<file path="config.mk">
export PLATFORM = sky130hd
export DESIGN_NAME = fsm_stream_arbiter_flat
export DESIGN_NICKNAME = d
export VERILOG_FILES = /design/src/rtl/fsm_stream_arbiter_if.sv /design/src/rtl/fsm_stream_arbiter.sv /design/src/flat_wrapper.sv
export SDC_FILE = /design/constraint.sdc
export NUM_CORES = 1
export LEC_CHECK = 0
export ABC_AREA = 1
export BUFFER_PORTS_ARGS = -buffer_cell sky130_fd_sc_hd__buf_2
export CAP_MARGIN = 0
export CORE_MARGIN = 2
export CORE_UTILIZATION = 47
export DETAILED_ROUTE_END_ITERATION = 12
export PLACE_DENSITY_LB_ADDON = 0.12
export SLEW_MARGIN = 20
export SYNTH_ARGS = -nofsm -noshare
export SYNTH_HDL_FRONTEND = slang
export SYNTH_SLANG_ARGS = --single-unit
</file>
<file path="constraint.sdc">
create_clock -name clk -period 1.2 [get_ports clk]
set_clock_uncertainty 0.05 [all_clocks]
set_input_delay 0 -clock clk [delete_from_list [all_inputs] [get_ports clk]]
set_output_delay 0 -clock clk [all_outputs]
set_load 0.05 [all_outputs]
</file>
<file path="src/rtl/fsm_stream_arbiter_if.sv">
// Request/payload and serial-stream bundle between two requesters and the arbiter.
// master = requester side, slave = arbiter side.
interface fsm_stream_arbiter_if #(
    parameter int unsigned FRAME_W = 8
);
    logic               req0;
    logic               req1;
    logic [FRAME_W-1:0] data0;
    logic [FRAME_W-1:0] data1;
    logic               gnt0;
    logic               gnt1;
    logic               ser_en;
    logic               ser_bit;
    logic               owner;
    logic               busy;
    logic               done;

    modport master (
        output req0, req1, data0, data1,
        input  gnt0, gnt1, ser_en, ser_bit, owner, busy, done
    );

    modport slave (
        input  req0, req1, data0, data1,
        output gnt0, gnt1, ser_en, ser_bit, owner, busy, done
    );
endinterface

</file>
<file path="src/rtl/fsm_stream_arbiter.sv">
// Two-requester round-robin arbiter that serializes the winning payload MSB first,
// followed by a fixed idle gap. All outputs are registered.
module fsm_stream_arbiter #(
    parameter int unsigned FRAME_W = 8,
    parameter int unsigned GAP     = 1
) (
    input  logic                 clk,
    input  logic                 rst,
    fsm_stream_arbiter_if.slave  bus
);
    localparam int unsigned CNT_W = $clog2(FRAME_W);
    localparam int unsigned GAP_W = 4;
    localparam logic [CNT_W-1:0] BIT_LAST = CNT_W'(FRAME_W - 1);
    localparam logic [GAP_W-1:0] GAP_LAST = GAP_W'((GAP > 0) ? (GAP - 1) : 0);

    typedef enum logic [1:0] {
        ST_IDLE  = 2'd0,
        ST_SHIFT = 2'd1,
        ST_GAP   = 2'd2
    } state_e;

    state_e             state_q, state_d;
    logic [FRAME_W-1:0] shift_q, shift_d;
    logic [CNT_W-1:0]   bit_cnt_q, bit_cnt_d;
    logic [GAP_W-1:0]   gap_cnt_q, gap_cnt_d;
    logic               owner_q, owner_d;
    logic               gnt0_q, gnt0_d;
    logic               gnt1_q, gnt1_d;
    logic               ser_en_q, ser_en_d;
    logic               ser_bit_q, ser_bit_d;
    logic               busy_q, busy_d;
    logic               done_q, done_d;
    logic               win_c;

    // State register
    always_ff @(posedge clk or negedge rst) begin
        if (!rst) begin
            state_q <= ST_IDLE;
        end else begin
            state_q <= state_d;
        end
    end

    // Next-state, datapath and next-output decode
    always_comb begin
        state_d   = state_q;
        shift_d   = shift_q;
        bit_cnt_d = bit_cnt_q;
        gap_cnt_d = gap_cnt_q;
        owner_d   = owner_q;
        gnt0_d    = 1'b0;
        gnt1_d    = 1'b0;
        done_d    = 1'b0;
        win_c     = 1'b0;

        case (state_q)
            ST_IDLE: begin
                if (bus.req0 || bus.req1) begin
                    // Under contention the previous owner yields.
                    win_c     = (bus.req0 && bus.req1) ? ~owner_q : bus.req1;
                    shift_d   = win_c ? bus.data1 : bus.data0;
                    owner_d   = win_c;
                    bit_cnt_d = '0;
                    gnt0_d    = ~win_c;
                    gnt1_d    = win_c;
                    state_d   = ST_SHIFT;
                end
            end
            ST_SHIFT: begin
                shift_d   = {shift_q[FRAME_W-2:0], 1'b0};
                bit_cnt_d = bit_cnt_q + 1'b1;
                if (bit_cnt_q == BIT_LAST) begin
                    done_d    = 1'b1;
                    gap_cnt_d = '0;
                    state_d   = (GAP > 0) ? ST_GAP : ST_IDLE;
                end
            end
            ST_GAP: begin
                gap_cnt_d = gap_cnt_q + 1'b1;
                if (gap_cnt_q == GAP_LAST) begin
                    state_d = ST_IDLE;
                end
            end
            default: begin
                state_d = ST_IDLE;
            end
        endcase

        // Stream outputs follow the state being entered so they register in step with it.
        ser_en_d  = (state_d == ST_SHIFT);
        busy_d    = (state_d != ST_IDLE);
        ser_bit_d = ser_en_d & shift_d[FRAME_W-1];
    end

    // Datapath and output registers
    always_ff @(posedge clk or negedge rst) begin
        if (!rst) begin
            shift_q   <= '0;
            bit_cnt_q <= '0;
            gap_cnt_q <= '0;
            owner_q   <= 1'b1;
            gnt0_q    <= 1'b0;
            gnt1_q    <= 1'b0;
            ser_en_q  <= 1'b0;
            ser_bit_q <= 1'b0;
            busy_q    <= 1'b0;
            done_q    <= 1'b0;
        end else begin
            shift_q   <= shift_d;
            bit_cnt_q <= bit_cnt_d;
            gap_cnt_q <= gap_cnt_d;
            owner_q   <= owner_d;
            gnt0_q    <= gnt0_d;
            gnt1_q    <= gnt1_d;
            ser_en_q  <= ser_en_d;
            ser_bit_q <= ser_bit_d;
            busy_q    <= busy_d;
            done_q    <= done_d;
        end
    end

    assign bus.gnt0    = gnt0_q;
    assign bus.gnt1    = gnt1_q;
    assign bus.ser_en  = ser_en_q;
    assign bus.ser_bit = ser_bit_q;
    assign bus.owner   = owner_q;
    assign bus.busy    = busy_q;
    assign bus.done    = done_q;

endmodule
</file>
<file path="src/flat_wrapper.sv">
// flat-port wrapper written by rule: the top's interface ports become plain ports
module fsm_stream_arbiter_flat 
#(
    parameter int unsigned FRAME_W = 8,
    parameter int unsigned GAP     = 1
)
  (clk, rst, bus_req0, bus_req1, bus_data0, bus_data1, bus_gnt0, bus_gnt1, bus_ser_en, bus_ser_bit, bus_owner, bus_busy, bus_done);
  fsm_stream_arbiter_if #(.FRAME_W(FRAME_W)) bus_i ();
  input  logic clk;
  input  logic rst;
  input wire logic [$bits(bus_i.req0)-1:0] bus_req0;
  input wire logic [$bits(bus_i.req1)-1:0] bus_req1;
  input wire logic [$bits(bus_i.data0)-1:0] bus_data0;
  input wire logic [$bits(bus_i.data1)-1:0] bus_data1;
  output wire logic [$bits(bus_i.gnt0)-1:0] bus_gnt0;
  output wire logic [$bits(bus_i.gnt1)-1:0] bus_gnt1;
  output wire logic [$bits(bus_i.ser_en)-1:0] bus_ser_en;
  output wire logic [$bits(bus_i.ser_bit)-1:0] bus_ser_bit;
  output wire logic [$bits(bus_i.owner)-1:0] bus_owner;
  output wire logic [$bits(bus_i.busy)-1:0] bus_busy;
  output wire logic [$bits(bus_i.done)-1:0] bus_done;
  assign bus_i.req0 = bus_req0;
  assign bus_i.req1 = bus_req1;
  assign bus_i.data0 = bus_data0;
  assign bus_i.data1 = bus_data1;
  assign bus_gnt0 = bus_i.gnt0;
  assign bus_gnt1 = bus_i.gnt1;
  assign bus_ser_en = bus_i.ser_en;
  assign bus_ser_bit = bus_i.ser_bit;
  assign bus_owner = bus_i.owner;
  assign bus_busy = bus_i.busy;
  assign bus_done = bus_i.done;
  fsm_stream_arbiter #(.FRAME_W(FRAME_W), .GAP(GAP)) u_core (.clk(clk), .rst(rst), .bus(bus_i));
endmodule
</file>
# Word level (Yosys, flattened, before mapping)
# Cells that the tools add are included.
[word_totals]
regBits = 24
[op_classes]
addsub = 2
eq_ne = 6
n_mux = 18
bitwise_logic = 3
reduce_logical = 10
[op_table]
columns = ["op", "count"]
rows = [
  ["8-bit 2-to-1 mux", 2],
  ["8-bit one-hot mux with 2 select lines", 1],
  ["4-bit one-hot mux with 2 select lines", 1],
  ["1-bit 2-to-1 mux", 7],
  ["2-bit 2-to-1 mux", 3],
  ["2-bit one-hot mux with 3 select lines", 1],
  ["3-bit one-hot mux with 2 select lines", 1],
  ["2-bit AND reduction", 3],
  ["2-bit nonzero test", 3],
  ["4-bit by 1-bit adder with 4-bit output (second input constant)", 1],
  ["2-bit by 1-bit == test with 1-bit output (second input constant)", 2],
  ["4-bit zero test", 1],
  ["4-bit 2-to-1 mux", 1],
  ["2-bit by 1-bit inequality test with 1-bit output (second input constant)", 2],
  ["3-bit by 1-bit adder with 3-bit output (second input constant)", 1],
  ["3-bit == test (second input constant)", 1],
  ["3-bit 2-to-1 mux", 1],
  ["2-bit == test (second input constant)", 1],
  ["2-bit zero test", 1],
  ["1-bit NOT", 2],
  ["1-bit bitwise AND", 1],
  ["1-bit logical AND", 1],
  ["1-bit logical OR", 1],
]

# Longest topological paths before layout
[logic_depth]
ltp_word = 6
mapped_depth = 9

# Least setup slack after synthesis
# OpenSTA, ideal clock, no wires.
[synth_path]
kind = "register to register"
from = "register u_core.owner_q, in the netlist u_core.bus.owner"
to = "register u_core.ser_bit_q, in the netlist u_core.bus.ser_bit"
arrival_time_ns = 1.288
required_ns = 1.087
path_slack_ns = -0.201
stages_incl_launch_ff = 8
cell_sequence = "dfstp_2 -> nand2_1 -> nand2_1 -> buf_2 -> nand4_1 -> nand3_2 -> nand2_1 -> inv_1"
[synth_between]
elab_chain_len = 6
[synth_lines]
columns = ["item", "line_no", "text"]
rows = [
  ["from (decl)", "fsm_stream_arbiter.sv:26", "logic owner_q, owner_d;"],
  ["from (signal assigned)", "fsm_stream_arbiter.sv:112", "owner_q <= owner_d;"],
  ["1-bit NOT", "fsm_stream_arbiter.sv:60", "win_c = (bus.req0 && bus.req1) ? ~owner_q : bus.req1;"],
  ["1-bit 2-to-1 mux", "fsm_stream_arbiter.sv:60", ""],
  ["8-bit 2-to-1 mux", "fsm_stream_arbiter.sv:61", "shift_d = win_c ? bus.data1 : bus.data0;"],
  ["8-bit 2-to-1 mux", "fsm_stream_arbiter.sv:58", "if (bus.req0 || bus.req1) begin"],
  ["8-bit one-hot mux with 2 select lines", "fsm_stream_arbiter.sv:56", "case (state_q)"],
  ["net u_core.shift_d[7]", "fsm_stream_arbiter.sv:23", "logic [FRAME_W-1:0] shift_q, shift_d;"],
  ["1-bit bitwise AND", "fsm_stream_arbiter.sv:92", "ser_bit_d = ser_en_d & shift_d[FRAME_W-1];"],
  ["net u_core.ser_bit_d", "fsm_stream_arbiter.sv:30", "logic ser_bit_q, ser_bit_d;"],
  ["to (signal assigned)", "fsm_stream_arbiter.sv:116", "ser_bit_q <= ser_bit_d;"],
  ["to (decl)", "fsm_stream_arbiter.sv:30", ""],
]
# The timed path passes the listed nets, and every way through them passes these cells. The select of a mux whose other input is x is not followed.
# A chain may end at the register's enable or synchronous reset.

# Worst setup path after layout
[layout_path]
from = "register u_core.state_q[0]"
to = "register u_core.shift_q[0]"
[layout_between]
elab_chain_len = 3
word_cells_on_any_way = 6
[layout_lines]
columns = ["item", "line_no", "text"]
rows = [
  ["from (decl)", "fsm_stream_arbiter.sv:22", "state_e state_q, state_d;"],
  ["from (signal assigned)", "fsm_stream_arbiter.sv:40", "state_q <= state_d;"],
  ["2-bit zero test / 2-bit by 1-bit == test with 1-bit output (equally long branches)", "fsm_stream_arbiter.sv:56", ""],
  ["2-bit by 1-bit inequality test with 1-bit output (no line) / 2-bit nonzero test (equally long branches)", "n/a", ""],
  ["2-bit AND reduction (no line)", "n/a", ""],
  ["to (signal assigned)", "fsm_stream_arbiter.sv:109", "shift_q <= shift_d;"],
  ["to (decl)", "fsm_stream_arbiter.sv:23", ""],
]
# Several ways; a longest one is shown, not always the timed one.

==> impl_metrics.env <==
export IMPL_synth_distinct_cells=21
export IMPL_htreeDepth=1
export IMPL_min_path_cells=5
export IMPL_numCtsBuffers=3
export IMPL_wl_per_cell_um=12.01
export IMPL_yosysSeqAreaShare=0.5194
export IMPL_hp_class="in2reg"
export IMPL_num_vias=1138
export IMPL_cap_violations=0
export IMPL_start_util=0.5091
export IMPL_ys_top_cells_by_count="nand2_1 (60), dfrtp_1 (23), inv_1 (12), nand3_1 (10), o21ai_0 (5)"
export IMPL_clk_latency_ns=0.32
export IMPL_synth_area_leaders="dfrtp_1 (50%), nand2_1 (19%), ha_1 (4.3%)"
export IMPL_place_hpwl_mm=1.771
export IMPL_nets=231
export IMPL_avgSynthCellArea_um2=8.457
export IMPL_power_leakage_nw=0.9817
export IMPL_synth_ff_type="dfrtp_1"
export IMPL_grt_pass1_vias=1169
export IMPL_drt_pass1_iterations=4
export IMPL_viasPerCell=4.863
export IMPL_fp_dieW_um=53.65
export IMPL_routed_wirelength_mm=2.811
export IMPL_power_density_nw_per_um2=2121
export IMPL_rsz0062_at_grt="yes"
export IMPL_dpl_cell_area_um2=1444
export IMPL_antenna_found_initial=0
export IMPL_fin_util=0.8004
export IMPL_cp_end_kind="flip-flop"
export IMPL_syn_inst=137
export IMPL_synth_top_area_cell="dfrtp_1"
export IMPL_crit_required_ns=1.40
export IMPL_yosysTopAreaCellShare=0.4968
export IMPL_final_antenna_net_count=0
export IMPL_row_count=17
export IMPL_reg2regPathDepth=7
export IMPL_final_max_slew_viol_count=0
export IMPL_cts_tree="built"
export IMPL_worst_pin_slew_ns=0.5474
export IMPL_grt_use_total=0.2243
export IMPL_period_minus_slack_ns=1.236
export IMPL_worst_setup_path_start_kind="flip-flop"
export IMPL_dieArea_um2=2878
export IMPL_relSlewSlack=0.6351
export IMPL_dp_slack_ns=-0.08111
export IMPL_grt_max_degree=25
export IMPL_async_reset_ff_frac=1.000
export IMPL_cp_max_fo=7
export IMPL_final_layout_size_suffix_gt1_frac=0.4369
export IMPL_drt_first_iter_violations=7
export IMPL_syn_nets=161
export IMPL_drc_errors=0
export IMPL_setup_ws_ns=-0.03590
export IMPL_setup_viol=7
export IMPL_period_share=1.030
export IMPL_grt_overflow_total=0
export IMPL_ys_warn_count=0
export IMPL_antenna_cells=0
export IMPL_fill_cells=142
export IMPL_clock_fmax_mhz=809.1
export IMPL_total_power_mw=3.864
export IMPL_areaGrowthSynthToFinish_pct=57.24
export IMPL_clockBufferDepth=2
export IMPL_cp_arrival_ns=1.44
export IMPL_root_buffer="clkbuf_4"
export IMPL_ys_ff_latch=24
export IMPL_synth_edff_count=0
export IMPL_critPathKind="reg2reg"
export IMPL_grt_pass1_wl_mm=4.664
export IMPL_status="finished, violations left"
export IMPL_pin_count=27
export IMPL_die_h_um=53.65
export IMPL_gp_congestion=0.7834
export IMPL_io_buffers=26
export IMPL_peakVddDrop_v=0.001593
export IMPL_hold_viol=0
export IMPL_numClockSinks=24
export IMPL_violations="setup timing"
export IMPL_fin_area_um2=1822
export IMPL_core_area_um2=2276
export IMPL_holdWs_ns=0.02264
export IMPL_path_clk_slew_ns=0.12
export IMPL_synth_area_um2=1159
export IMPL_synth_most_common_cell="nand2_1"
## through the flow
stage | setup TNS, ns | instances
6_report | -0.1060 | 234
5_1_grt | -0.7523 | 234
4_1_cts | -0.07214 | 230
3_5_place_dp | -0.5433 | 207
3_3_place_gp | -0.06748 | 207
2_1_floorplan | -0.8219 | 137
## metal layers
layer,wire length (um),up-vias,global-route usage
met4,81,0,0.1026
met1,1140,544,0.2385
met3,72,9,0.02778
met2,1516,23,0.4342
met5,0,-,0
li1,-,562,-
## worst max-delay path, cell delays in order (launching register included)
cell     delay [ns]
dfrtp_1        0.45
inv_2          0.08
nor2_2         0.04
buf_6          0.12
nor2_4         0.14
buf_12         0.13
nand2_1        0.06
o21ai_1        0.08
## kinds of logic after synthesis
group,after synthesis,share of synthesized area
XOR/XNOR,2,0.01512
buffers and inverters,16,0.06803
flip-flops,24,0.5194
adder cells (fa/ha/maj),4,0.04320
AO/OA/AOI/OAI,8,0.03887
AND/OR/NAND/NOR,83,0.3153
## state kept, by name (all words and copies together), names as in the netlist
name	cells
u_core.shift_q	8
u_core.gap_cnt_q	4
u_core.bit_cnt_q	3
u_core.state_q	2
u_core.bus.busy	1
u_core.bus.done	1
u_core.bus.gnt0	1
u_core.bus.gnt1	1
u_core.bus.owner	1
u_core.bus.ser_bit	1
u_core.bus.ser_en	1
## report_power, final
group	internal (mW)	switching (mW)
clock	0.130	0.242
combinational	0.987	1.17
sequential	1.13	0.205
total	2.24	1.62
## placed cells by master, fill, tap and decap left out, drive strengths merged
cell         instances
buf                 52
clkbuf               4
dfrtp               23
dfstp                1
dlygate4sd3         16
ha                   4
inv                 13
nand2               63
nand3               11
nand4                1
nor2                 8
o21ai                5
o22ai                2
o31ai                1
xnor2                1
xor2                 1
## timing repair
| item | in CTS | in global routing |
|---|---|---|
| hold buffers | 16 | 0 |
| hold endpoints to repair | 32 | 0 |
| pin swaps | 9 | 12 |
| endpoints found under the setup margin | 18 | 20 |
| setup buffers | 3 | 4 |
| gates resized for setup | 16 | 25 |
## final cells by class
class | instances | area [um^2] | area share
clock buffers | 4 | 26.28 | 0.01442
well taps | 28 | 35.03 | 0.01923
inverters | 13 | 56.30 | 0.03091
flip-flops and latches | 24 | 603.1 | 0.3310
multi-input cells | 97 | 578.1 | 0.3173
repair buffers | 68 | 523.0 | 0.2871
## final timing paths
| check | startpoint | endpoint | slack, ns |
|---|---|---|---|
| setup / recovery | u_core.state_q[0] | u_core.shift_q[0] | -0.04 |
| hold / removal | bus_data1[7] | u_core.shift_q[7] | 0.02 |
| setup reg to reg | u_core.state_q[0] | u_core.shift_q[0] | -0.04 |
| hold reg to reg | u_core.bit_cnt_q[1] | u_core.bit_cnt_q[1] | 0.46 |
| max in group asynchronous | rst | u_core.state_q[1] | 0.58 |
| min in group asynchronous | rst | u_core.shift_q[1] | 0.13 |
Power figures use the tool's default switching activity.
